===== src/rtl/axi4_master_ctrl.sv =====
// axi4_master_ctrl: turns one client command into a single AXI4 INCR burst (write or read),
// streaming beats through valid/ready pass-through ports and pulsing done with the final response.
module axi4_master_ctrl #(
  parameter int ADDR_W = 16,
  parameter int DATA_W = 32
) (
  input  logic              ACLK,
  input  logic              ARESETn,
  input  logic              cmd_valid,
  output logic              cmd_ready,
  input  logic              cmd_write,
  input  logic [ADDR_W-1:0] cmd_addr,
  input  logic [7:0]        cmd_len,
  input  logic [DATA_W-1:0] wr_data,
  input  logic              wr_valid,
  output logic              wr_ready,
  output logic [DATA_W-1:0] rd_data,
  output logic              rd_valid,
  input  logic              rd_ready,
  output logic              rd_last,
  output logic              done,
  output logic [1:0]        resp,
  output logic              rlast_err,
  output logic [ADDR_W-1:0] AWADDR,
  output logic [7:0]        AWLEN,
  output logic [2:0]        AWSIZE,
  output logic              AWVALID,
  input  logic              AWREADY,
  output logic [DATA_W-1:0] WDATA,
  output logic              WLAST,
  output logic              WVALID,
  input  logic              WREADY,
  input  logic [1:0]        BRESP,
  input  logic              BVALID,
  output logic              BREADY,
  output logic [ADDR_W-1:0] ARADDR,
  output logic [7:0]        ARLEN,
  output logic [2:0]        ARSIZE,
  output logic              ARVALID,
  input  logic              ARREADY,
  input  logic [DATA_W-1:0] RDATA,
  input  logic [1:0]        RRESP,
  input  logic              RLAST,
  input  logic              RVALID,
  output logic              RREADY
);
  typedef enum logic [2:0] {S_IDLE, S_AW, S_W, S_B, S_AR, S_R, S_DONE} state_t;
  state_t            state_q, state_d;
  logic [ADDR_W-1:0] addr_q, addr_d;
  logic [7:0]        len_q, len_d;
  logic [8:0]        cnt_q, cnt_d;
  logic [1:0]        resp_q, resp_d;
  logic              rlast_err_q, rlast_err_d;
  logic              awvalid_q, awvalid_d, arvalid_q, arvalid_d;
  logic [12:0]       burst_end;
  logic              illegal, last_beat, w_beat, r_beat;
  // 13-bit end address so a burst ending exactly on the 4 KB line stays legal
  assign burst_end = {1'b0, cmd_addr[11:0]} + {3'b000, cmd_len, 2'b00} + 13'd4;
  assign illegal   = (cmd_addr[1:0] != 2'b00) || (burst_end > 13'd4096);
  assign last_beat = cnt_q == {1'b0, len_q};
  assign w_beat    = (state_q == S_W) && wr_valid && WREADY;
  assign r_beat    = (state_q == S_R) && RVALID && rd_ready;
  always_comb begin
    state_d = state_q; addr_d = addr_q; len_d = len_q; cnt_d = cnt_q;
    resp_d = resp_q; rlast_err_d = rlast_err_q; awvalid_d = awvalid_q; arvalid_d = arvalid_q;
    case (state_q)
      S_IDLE: if (cmd_valid) begin
        addr_d = cmd_addr; len_d = cmd_len; cnt_d = '0;
        resp_d = illegal ? 2'b10 : 2'b00; rlast_err_d = 1'b0;
        awvalid_d = !illegal && cmd_write;
        arvalid_d = !illegal && !cmd_write;
        state_d = illegal ? S_DONE : cmd_write ? S_AW : S_AR;
      end
      S_AW: if (AWREADY) begin awvalid_d = 1'b0; state_d = S_W; end
      S_W: if (w_beat) begin
        cnt_d = cnt_q + 9'd1;
        state_d = last_beat ? S_B : S_W;
      end
      S_B: if (BVALID) begin resp_d = BRESP; state_d = S_DONE; end
      S_AR: if (ARREADY) begin arvalid_d = 1'b0; state_d = S_R; end
      S_R: if (r_beat) begin
        cnt_d = cnt_q + 9'd1;
        resp_d = (RRESP > resp_q) ? RRESP : resp_q;
        rlast_err_d = rlast_err_q | (RLAST != last_beat);
        state_d = last_beat ? S_DONE : S_R;
      end
      S_DONE: state_d = S_IDLE;
      default: state_d = S_IDLE;
    endcase
  end
  always_ff @(posedge ACLK or negedge ARESETn) begin
    if (!ARESETn) begin
      state_q <= S_IDLE; addr_q <= '0; len_q <= '0; cnt_q <= '0;
      resp_q <= 2'b00; rlast_err_q <= 1'b0; awvalid_q <= 1'b0; arvalid_q <= 1'b0;
    end else begin
      state_q <= state_d; addr_q <= addr_d; len_q <= len_d; cnt_q <= cnt_d;
      resp_q <= resp_d; rlast_err_q <= rlast_err_d; awvalid_q <= awvalid_d; arvalid_q <= arvalid_d;
    end
  end
  assign cmd_ready = state_q == S_IDLE;
  assign AWADDR    = addr_q;
  assign ARADDR    = addr_q;
  assign AWLEN     = len_q;
  assign ARLEN     = len_q;
  assign AWSIZE    = 3'b010;
  assign ARSIZE    = 3'b010;
  assign AWVALID   = awvalid_q;
  assign ARVALID   = arvalid_q;
  assign WDATA     = wr_data;
  assign WVALID    = (state_q == S_W) && wr_valid;
  assign WLAST     = (state_q == S_W) && last_beat;
  assign wr_ready  = (state_q == S_W) && WREADY;
  assign BREADY    = state_q == S_B;
  assign rd_data   = RDATA;
  assign rd_valid  = (state_q == S_R) && RVALID;
  assign rd_last   = (state_q == S_R) && last_beat;
  assign RREADY    = (state_q == S_R) && rd_ready;
  assign done      = state_q == S_DONE;
  assign resp      = resp_q;
  assign rlast_err = rlast_err_q;
endmodule


===== config.mk =====
export PLATFORM = sky130hd
export DESIGN_NAME = axi4_master_ctrl
export DESIGN_NICKNAME = d
export VERILOG_FILES = /design/src/rtl/axi4_master_ctrl.sv
export SDC_FILE = /design/constraint.sdc
export NUM_CORES = 1
export LEC_CHECK = 0
export BUFFER_PORTS_ARGS = -buffer_cell sky130_fd_sc_hd__clkbuf_2
export CORE_MARGIN = 4
export CORE_UTILIZATION = 42
export CTS_CLUSTER_DIAMETER = 200
export DETAILED_ROUTE_END_ITERATION = 8
export GPL_ROUTABILITY_DRIVEN = 0
export PLACE_DENSITY_LB_ADDON = 0.3
export SETUP_SLACK_MARGIN = 0.05
export SLEW_MARGIN = 20
export SYNTH_ARGS = -nofsm -noshare
export SYNTH_HDL_FRONTEND = slang
export SYNTH_SLANG_ARGS = --single-unit

===== constraint.sdc =====
create_clock -name ACLK -period 2.52 [get_ports ACLK]
set_clock_uncertainty 0.2 [all_clocks]
set_input_delay 0.126 -clock ACLK [delete_from_list [all_inputs] [get_ports ACLK]]
set_output_delay 0.126 -clock ACLK [all_outputs]
set_load 0.02 [all_outputs]

==> run metrics, run 1 <==
status=completed; Die Ht=between 90 and 100 µm; routed length on met1=3.578 mm; Mapped Cells=403; Starting Density=43.36%; pwr dens=972.9 nW/µm²; IO Count=around 240; cts bufs inserted=5; register share of total power=a little over 30%; initial antenna violation count=0; final setup vio count=0; multi-input logic area=1657 µm²; Reg2Reg Depth=6; CP required=2.49 ns; Die X=97.55 µm; Synth Area in Simple Gates=18.72%; post-synth top area share=about 30%; worst-skew pair later-pin latency=0.29 ns; routed via count=2883; part of the power in combinational logic=between 50% and 60%; DRC viols=0; Leak Pwr=2.006 nW; DP Area=~3400 µm²; Sw Pwr=1.906 mW; met3 wire len=~710 µm; clock tree from TritonCTS=built; DP Wirelength=6.767 mm; min cycle time layout=2.479 ns; Seq/Total Area, Yosys=30.46%; Synth Area in XOR/XNOR=4.160%; number of vias per cell=5.085; WL/cell=15.89 µm; antenna-violating nets left=0; core area=7767 µm²; Max VDD drop=~0.0004 V; Mapped Avg Cell Area=around 8.4 µm²; Synth Register Bits=41; Slew Limit Headroom=a little under two thirds; area leader, netlist=dfrtp_1; Clock power frac=11.3%; highest clock rate=0.4033 GHz; routed length on met2=4.452 mm; max-slew violations=0; Pwr Total=between 3 and 4 mW; Bufs on Longest Clock Path=2; asr flop ratio synth=100.0%; area fraction in compound gates after synthesis=13.97%; post-synthesis mux area share=less than 1%; Design Area, Final=slightly below 4000 µm²; worst hold slack=between 0.01 and 0.015 ns; Die ar.=9516 µm²; antenna diode count=0; fin cells=567; largest cells by area after synthesis=dfrtp_1 30%, buf_4 21%, nand2_1 9.5%, ha_1 7.1%, xnor2_1 3.4%; hold path depth=3; Critical Path Sink Type=register; global-route usage over all layers=17.96%; Final #Nets=588; Switching Fraction=about 49%; setup_tns=0 ns; largest net degree at the start of global routing=42; top sig layer=met4; top_reg_cell synth=dfrtp_1; Worst-Margin Slew=about 0.54 ns; Synth Warn #=0; Worst Path Arrival=between 2 and 2.5 ns; commonest non-fill, non-tap cell in the layout=clkbuf_2; layout cells sized above 1=33.76%; max-cap violations=0; cell area after synthesis=3368 µm²; first-pass GRT wire length=14.08 mm; DRT Wirelength=9.011 mm; Synth cell types=60; router iterations before antenna repair=4; fillers=760; Sinks on Clock Net=41; H-tree depth=2; clk slew on worst S/H paths=0.09 ns; Tcrit/Tclk final=a little over nine tenths; startpoint types=input pin; clk root buf=clkbuf_8; CP max FO=5; Layout area overhead=17.68%; RSZ-0062 raised after global routing=true; row cnt=32; Reg area=1026 µm²; initial drt markers=152; most frequent cells in the layout=99 x clkbuf_2, 85 x nand2_1, 41 x dfrtp_1; main combinational cell family by area after synthesis=buffers and inverters; Post-synth EDFFs=0; adder-cell share of the synthesized area=7.652%; Final Hold Vio Count=0; internal power=1.950 mW; total global routing overflow=0; Hold Crit Class=input pin to register; Placed Instances=526; vias in the first global route=2770; IO buf count=just over 100; crit path kind=input pin to register
==> per-layer routing <==
layer,GRT usage [%],vias up
met3,4.092,35
met4,5.964,0
met5,0,-
met1,20.92,1344
li1,-,1380
met2,32.31,124
==> flip-flops by register name, indices dropped and copies added, names as in the netlist <==
register and cells:
ARVALID 1, ARLEN 8, state_q 3, resp 2
ARADDR 16, rlast_err 1, cnt_q 9, AWVALID 1
==> timing repair <==
item                                   in CTS  in global routing
hold buffers                               31                  0
pin swaps                                   0                 14
endpoints found under the hold margin      71                  0
setup buffers                               0                  2
resized for setup                           1                 23
setup endpoints to repair                   1                  6
==> cells in the mapped netlist (2+ instances only) <==
library cell   n
a211oi_1       3
a21o_1         3
a21oi_1        9
a22o_1         2
a31o_1         2
a41oi_1        2
and2_1         5
and3_1         4
buf_4         95
clkbuf_1      10
conb_1         2
dfrtp_1       41
ha_1          19
inv_1         12
mux2i_1        2
nand2_1       85
nand2b_1       3
nand3_1        8
nand4_1        4
nor2_1        17
nor2b_1        3
nor3_1         3
nor3b_1        2
nor4b_1        2
o2111ai_1      2
o211ai_1       2
o21a_1         3
o21ai_0       10
o221ai_1       2
o41ai_1        2
xnor2_1       13
xor2_1         3
==> area by class of cell <==
type	instances	area share [%]
Multi-Input combinational cell	246	41.79
Sequential cell	41	25.88
Timing Repair Buffer	157	25.63
Tap cell	102	3.220
Clock buffer	5	1.736
Inverter	13	1.294
Clock inverter	3	0.4419
==> power groups by stage <==
stage	Combinational [mW]	Clock [mW]	Sequential, mW
floorplan	1.58	0	1.36
global placement	2.11	0	1.19
detailed placement	2.14	0	1.21
CTS	2.19	0.449	1.19
global route	2.43	0.474	1.25
finish	2.22	0.434	1.20
==> final timing paths <==
kind,endpoint,slack [ns],startpoint
max,state_q[2]$_DFFE_PN0P_,0.04,cmd_addr[3]
min,rlast_err$_DFFE_PN0P_,0.01,rd_ready
max reg2reg,resp[0]$_DFFE_PN0P_,0.27,state_q[1]$_DFFE_PN0P_
min reg2reg,ARADDR[7]$_DFFE_PN0P_,0.31,ARADDR[7]$_DFFE_PN0P_
max in group asynchronous,ARLEN[7]$_DFFE_PN0P_,1.51,ARESETn
min in group asynchronous,ARADDR[3]$_DFFE_PN0P_,0.23,ARESETn
==> through the flow <==
| step | setup WS [ns] | util [%] |
|---|---|---|
| finish | 0.04055 | 51.03 |
| detailed placement | -0.3236 | 44.22 |
| global route | -0.01972 | 51.03 |
| CTS | 0.06671 | 49.32 |
| global placement | -0.2265 | 44.22 |
| floorplan | 0.05629 | - |
==> worst max-delay path, stage by stage <==
cell and delay, ns:
buf_6 0.10, ha_4 0.26, ha_4 0.12, inv_2 0.03, fa_1 0.53, nand3b_1 0.13, a2111oi_4 0.35, o211ai_2 0.16
o41ai_4 0.33, buf_4 0.19, o221ai_2 0.11
==> logic make-up (layout without fill, tap and decap cells) <==
kind of cell    count (synthesis)  after routing
compound gates                 60             60
mux                             2              2
other cells                     2              6
xor+xnor                       16             16
flops                          41             41
buf+inv                       120            178
simple gates                  142            142
fa+ha+maj                      20             20
No activity file was read; power rests on OpenSTA's default activity.
==> run 2, diff against run 1 <==
- CORE_UTILIZATION: 42 -> 40
- SETUP_SLACK_MARGIN: 0.05 -> not set
==> run 2 against run 1 <==
Net effect:
- die area grew 4.6%
- sequential share of layout area grew 0.17 points
- core utilization shrank 3.1 points
- power shrank 0.64%
- clock power grew 6.7%
- critical endpoint is now AWVALID$_DFFE_PN0P_
==> run metrics, run 2 (synthesis gave the netlist of run 1 again) <==
final setup vio count=0 (unchanged); largest net degree at the start of global routing=31 (-26%); pre-CTS WS=-0.2678 ns (+0.05584 ns); routed via count=2831 (-1.8%); total global routing overflow=0 (unchanged); Placed Instances=528 (+0.38%); Tcrit/Tclk final=98.07% (-0.32 points); DP Wirelength=6.476 mm (-4.3%); Die Ht=99.77 µm (+2.3%); Worst-Margin Slew=0.5579 ns (+0.01662 ns); Hold Crit Class=input pin to register; Slew Limit Headroom=62.80% (-1.1 points); layout cells sized above 1=32.54% (-1.2 points); IO buf count=101 (unchanged); min cycle time layout=2.471 ns (-0.008101 ns); DRT Wirelength=8.778 mm (-2.6%); vias in the first global route=2811 (+1.5%); global-route usage over all layers=17.54% (-0.42 points); crit-path leading delay family=compound AO/OA/AOI/OAI gates; router iterations before antenna repair=5 (+1); antenna-violating nets left=0 (unchanged); initial antenna violation count=0 (unchanged); max-cap violations=0 (unchanged); WL/cell=15.43 µm (-2.9%); r2r setup slk=0.18 ns (-0.09 ns); Leak Pwr=2.003 nW (-0.17%); core area=8217 µm² (+5.8%); DRC viols=0 (unchanged); clk slew on worst S/H paths=0.08 ns (about the same); internal power=1.955 mW (+0.23%); Final Hold Vio Count=0 (unchanged); Final #Nets=588 (unchanged); CP required=2.56 ns (+0.07 ns); clk root buf=clkbuf_8; initial drt markers=131 (-14%); IO Count=236 (unchanged); sum of buffers and inverters on the critical path=3 (unchanged); Die X=99.77 µm (+2.3%); H-tree depth=2 (unchanged); startpoint types=input pin; Switching Fraction=48.99% (-0.44 points); CP max-delay cell=fa_1; cts bufs inserted=5 (unchanged); Starting Density=40.99% (-2.4 points); Sinks on Clock Net=41 (unchanged); Pwr Total=3.832 mW (-0.64%); max reg flops=16 (unchanged); Sw Pwr=1.877 mW (-1.5%); row cnt=33 (+3.1%); first-pass GRT wire length=13.94 mm (-0.94%); part of the power in combinational logic=56.4% (-1.3 points); Crit path top cell by count=ha_4; Max VDD drop=0.0004442 V (+13%); RSZ-0062 raised after global routing=true; worst-skew pair later-pin latency=0.30 ns (about the same); pwr dens=973.1 nW/µm² (about the same); Clock power frac=12.1% (+0.8 points); most frequent cells in the layout=99 x clkbuf_2, 85 x nand2_1, 41 x dfrtp_1; Layout area overhead=16.90%; Critical Path Sink Type=register; clock tree from TritonCTS=built; register share of total power=31.5% (+0.4 points); Die ar.=9953 µm² (+4.6%); critical path cell sequence=buf_8, ha_4, ha_4, inv_2, fa_1, nand3b_1, a2111oi_4, o211ai_2, o41ai_4, buf_4, a31o_1; Worst Path Arrival=2.51 ns (+0.06 ns); status=completed; Bufs on Longest Clock Path=2 (unchanged); CP max FO=3 (-2); antenna diode count=0 (unchanged); setup ws final=0.04865 ns (+0.008100 ns); Worst path max stage delay=0.53 ns (about the same); max-slew violations=0 (unchanged); crit path kind=input pin to register; setup_tns=0 ns (unchanged); commonest non-fill, non-tap cell in the layout=clkbuf_2; fin cells=569 (+0.35%); number of vias per cell=4.975 (-2.1%); highest clock rate=0.4046 GHz (+0.33%)
## run 2: through the flow
stage	util (%)	cell area, µm²	hold slack [ns]
finish	47.92	3938	0.01392
global route	47.92	3938	0.01531
CTS	46.47	3819	0.003578
detailed placement	41.60	3418	-0.1376
global placement	41.60	3418	-0.1491
floorplan	-	3383	-0.3696
## run 2: worst paths after layout
path / cells past startpoint / to / startpoint
max: 11 / AWVALID$_DFFE_PN0P_ / cmd_addr[3]
min: 3 / rlast_err$_DFFE_PN0P_ / rd_ready
max reg2reg: 6 / ARVALID$_DFFE_PN0P_ / state_q[1]$_DFFE_PN0P_
min reg2reg: 2 / ARADDR[9]$_DFFE_PN0P_ / ARADDR[9]$_DFFE_PN0P_
max in group asynchronous: 3 / cnt_q[0]$_DFFE_PN0P_ / ARESETn
min in group asynchronous: 2 / ARADDR[6]$_DFFE_PN0P_ / ARESETn
## run 2: final cells by class
| class | instances | area (µm²) |
|---|---|---|
| tap | 105 | 131.4 |
| clock inverter | 1 | 7.507 |
| timing repair buffer | 157 | 1020 |
| multi-input combinational | 246 | 1622 |
| fill | 820 | 4279 |
| clock buffer | 6 | 82.58 |
| inverter | 13 | 48.80 |
| sequential | 41 | 1026 |
## run 2: tightest hold or removal path, stage by stage
cell and delay, ns:
clkbuf_2 0.15, a41oi_1 0.13, nor2_1 0.08
## run 2: repair_timing
item                                    4_1_cts  5_1_grt
hold buffers                                 31        0
gates resized for setup                       0       21
hold endpoints to repair                     41        0
buffers inserted                              0        3
endpoints found under the setup margin        0        6
## run 2: layer usage
metal | vias up | wire, µm | global-route usage (%)
met5 | - | 0 | 0
met4 | 0 | 236 | 8.088
met3 | 27 | 660 | 3.927
met2 | 130 | 4250 | 28.84
met1 | 1295 | 3631 | 21.81
li1 | 1379 | - | -
## run 2: power groups by stage
stage	logic (mW)	clock network, mW	registers (mW)
6_report	2.16	0.463	1.21
5_1_grt	2.37	0.515	1.25
4_1_cts	2.15	0.487	1.21
3_5_place_dp	2.10	0	1.22
3_3_place_gp	2.08	0	1.21
2_1_floorplan	1.58	0	1.36
==> run 3, diff against run 2 <==
==> constraint.sdc (replaced) <==
create_clock -name ACLK -period 2.52 [get_ports ACLK]
set_clock_uncertainty 0.2 [all_clocks]
set_input_delay 0.252 -clock ACLK [delete_from_list [all_inputs] [get_ports ACLK]]
set_output_delay 0.252 -clock ACLK [all_outputs]
set_load 0.02 [all_outputs]
==> run 3 against run 2 <==
Net effect:
- via count decreased by 2.0%
- first-iteration DRC count decreased by 21%
- non-clock buffer count decreased by 12
- count of clock-buffer cells in the layout decreased by 1
- final area decreased by 0.99%
- setup slack got worse by 0.039 ns
- routed wire length increased by 1.8%
- flip-flop and latch count unchanged
- combinational power about the same
- critical path depth decreased by 1
- cell count decreased by 1.9%
- register-to-register slack got worse by 0.02 ns
- critical path type unchanged
- largest power group unchanged
==> run metrics, run 3 (synthesis gave the netlist of run 1 again) <==
status=completed; Final #Nets=576 (-2.0%); largest net degree at the start of global routing=42 (+35%); Sinks on Clock Net=41 (unchanged); CP required=2.49 ns (-0.07 ns); commonest non-fill, non-tap cell in the layout=clkbuf_2; total global routing overflow=0 (unchanged); layout cells sized above 1=36.87% (+4.3 points); RSZ-0062 raised after global routing=true; worst-skew pair later-pin latency=0.30 ns (about the same); CP max FO=5 (+2); Bufs on Longest Clock Path=2 (unchanged); global-route usage over all layers=17.73% (+0.19 points); max-slew violations=0 (unchanged); max-cap violations=0 (unchanged); Pwr Total=3.833 mW (about the same); final core utilization=47.45% (-0.47 points); Final Hold Vio Count=0 (unchanged); Worst Path Arrival=2.48 ns (-0.03 ns); Layout area overhead=15.75%; worst hold slack=0.002661 ns (-0.01126 ns); Max VDD drop=0.0004617 V (+3.9%); row cnt=33 (unchanged); Worst-Margin Slew=0.5688 ns (+0.01082 ns); Slew Limit Headroom=62.08% (-0.72 points); H-tree depth=2 (unchanged); highest clock rate=0.3983 GHz (-1.6%); setup_tns=0 ns (unchanged); Critical Path Sink Type=register; crit-path leading delay family=compound AO/OA/AOI/OAI gates; Die Ht=99.77 µm (unchanged); Tcrit/Tclk final=99.63% (+1.6 points); core area=8217 µm² (unchanged); sum of buffers and inverters on the critical path=2 (-1); Design Area, Final=3899 µm² (-0.99%); vias in the first global route=2753 (-2.1%); Starting Density=40.99% (unchanged); DP Area=3550 µm² (+3.8%); final setup vio count=0 (unchanged); clock tree from TritonCTS=built; antenna diode count=0 (unchanged); number of vias per cell=4.973 (about the same); clk slew on worst S/H paths=0.09 ns (about the same); fillers=806 (-1.7%); CP max-delay cell=o41ai_4; Hold Crit Class=input pin to register; min cycle time layout=2.511 ns (+0.03926 ns); router iterations before antenna repair=4 (-1); antenna-violating nets left=0 (unchanged); crit path kind=input pin to register; IO Count=236 (unchanged); routed via count=2775 (-2.0%); initial drt markers=103 (-21%); DRC viols=0 (unchanged); clk root buf=clkbuf_8; Die ar.=9953 µm² (unchanged); startpoint types=input pin; IO buf count=101 (unchanged); initial antenna violation count=0 (unchanged); Die X=99.77 µm (unchanged); pwr dens=983.2 nW/µm² (+1.0%); WL/cell=16.02 µm (+3.8%); Leak Pwr=1.968 nW (-1.7%); first-pass GRT wire length=14.06 mm (+0.85%); Crit path top cell by count=ha_4; critical path cell sequence=buf_8, ha_4, ha_4, inv_2, fa_2, xnor2_4, a2111oi_4, o211ai_2, o41ai_4, o221ai_1; DP Wirelength=6.804 mm (+5.1%); Worst path max stage delay=0.49 ns (-0.04 ns); DRT Wirelength=8.939 mm (+1.8%); most frequent cells in the layout=99 x clkbuf_2, 85 x nand2_1, 41 x dfrtp_1; cts bufs inserted=5 (unchanged); max reg flops=16 (unchanged)
## run 3: power by group
group          switching (mW)  leakage, nW  internal, mW  total (mW)
combinational            1.34         1.40         0.841        2.18
clock                   0.252       0.0439         0.192       0.443
sequential              0.303        0.529         0.907        1.21
total                    1.89         1.97          1.94        3.83
## run 3: worst paths after layout
| path | from | cells after the start | slack [ns] | end |
|---|---|---|---|---|
| max | cmd_addr[3] | 10 | 0.009 | state_q[2]$_DFFE_PN0P_ |
| min | cmd_addr[2] | 3 | 0.003 | ARADDR[2]$_DFFE_PN0P_ |
| max reg2reg | state_q[1]$_DFFE_PN0P_ | 6 | 0.16 | ARVALID$_DFFE_PN0P_ |
| min reg2reg | ARADDR[7]$_DFFE_PN0P_ | 2 | 0.31 | ARADDR[7]$_DFFE_PN0P_ |
| max in group asynchronous | ARESETn | 3 | 1.40 | ARADDR[7]$_DFFE_PN0P_ |
| min in group asynchronous | ARESETn | 3 | 0.36 | cnt_q[4]$_DFFE_PN0P_ |
## run 3: area by class of cell
class	count	area, µm²	area share, %
Clock buffer	5	68.82	1.765
Clock inverter	3	17.52	0.4493
Inverter	13	48.80	1.252
Multi-Input combinational cell	246	1714	43.97
Sequential cell	41	1026	26.32
Tap cell	105	131.4	3.370
Timing Repair Buffer	145	892.1	22.88
## run 3: through the flow
stage | worst slack [ns] | std cells
2_1_floorplan | 0.0002323 | 407
3_3_place_gp | -0.2732 | 534
3_5_place_dp | -0.3147 | 534
4_1_cts | 0.04065 | 558
5_1_grt | -0.08174 | 558
6_report | 0.009387 | 558
## run 3: timing repair
action,CTS,global route
gates cloned,0,0
setup buffers,0,0
hold buffers,16,0
setup endpoints to repair,1,8
endpoints found under the hold margin,56,0
pin swaps,0,11
resized for setup,1,19
## run 3: worst register-to-register path, stage by stage, from the launching register on
cell      delay [ns]
dfrtp_1         0.59
nand2b_1        0.27
a211oi_1        0.10
a311oi_1        0.32
nor3b_1         0.38
a21boi_0        0.15
a22o_1          0.25
## run 3: layer usage
layer,GRT usage (%),share of wire [%],wire length [µm]
met5,0,0,0
met4,6.933,2.5,225
met3,4.208,6.8,609
met2,30.68,50,4466
met1,21.11,41,3637
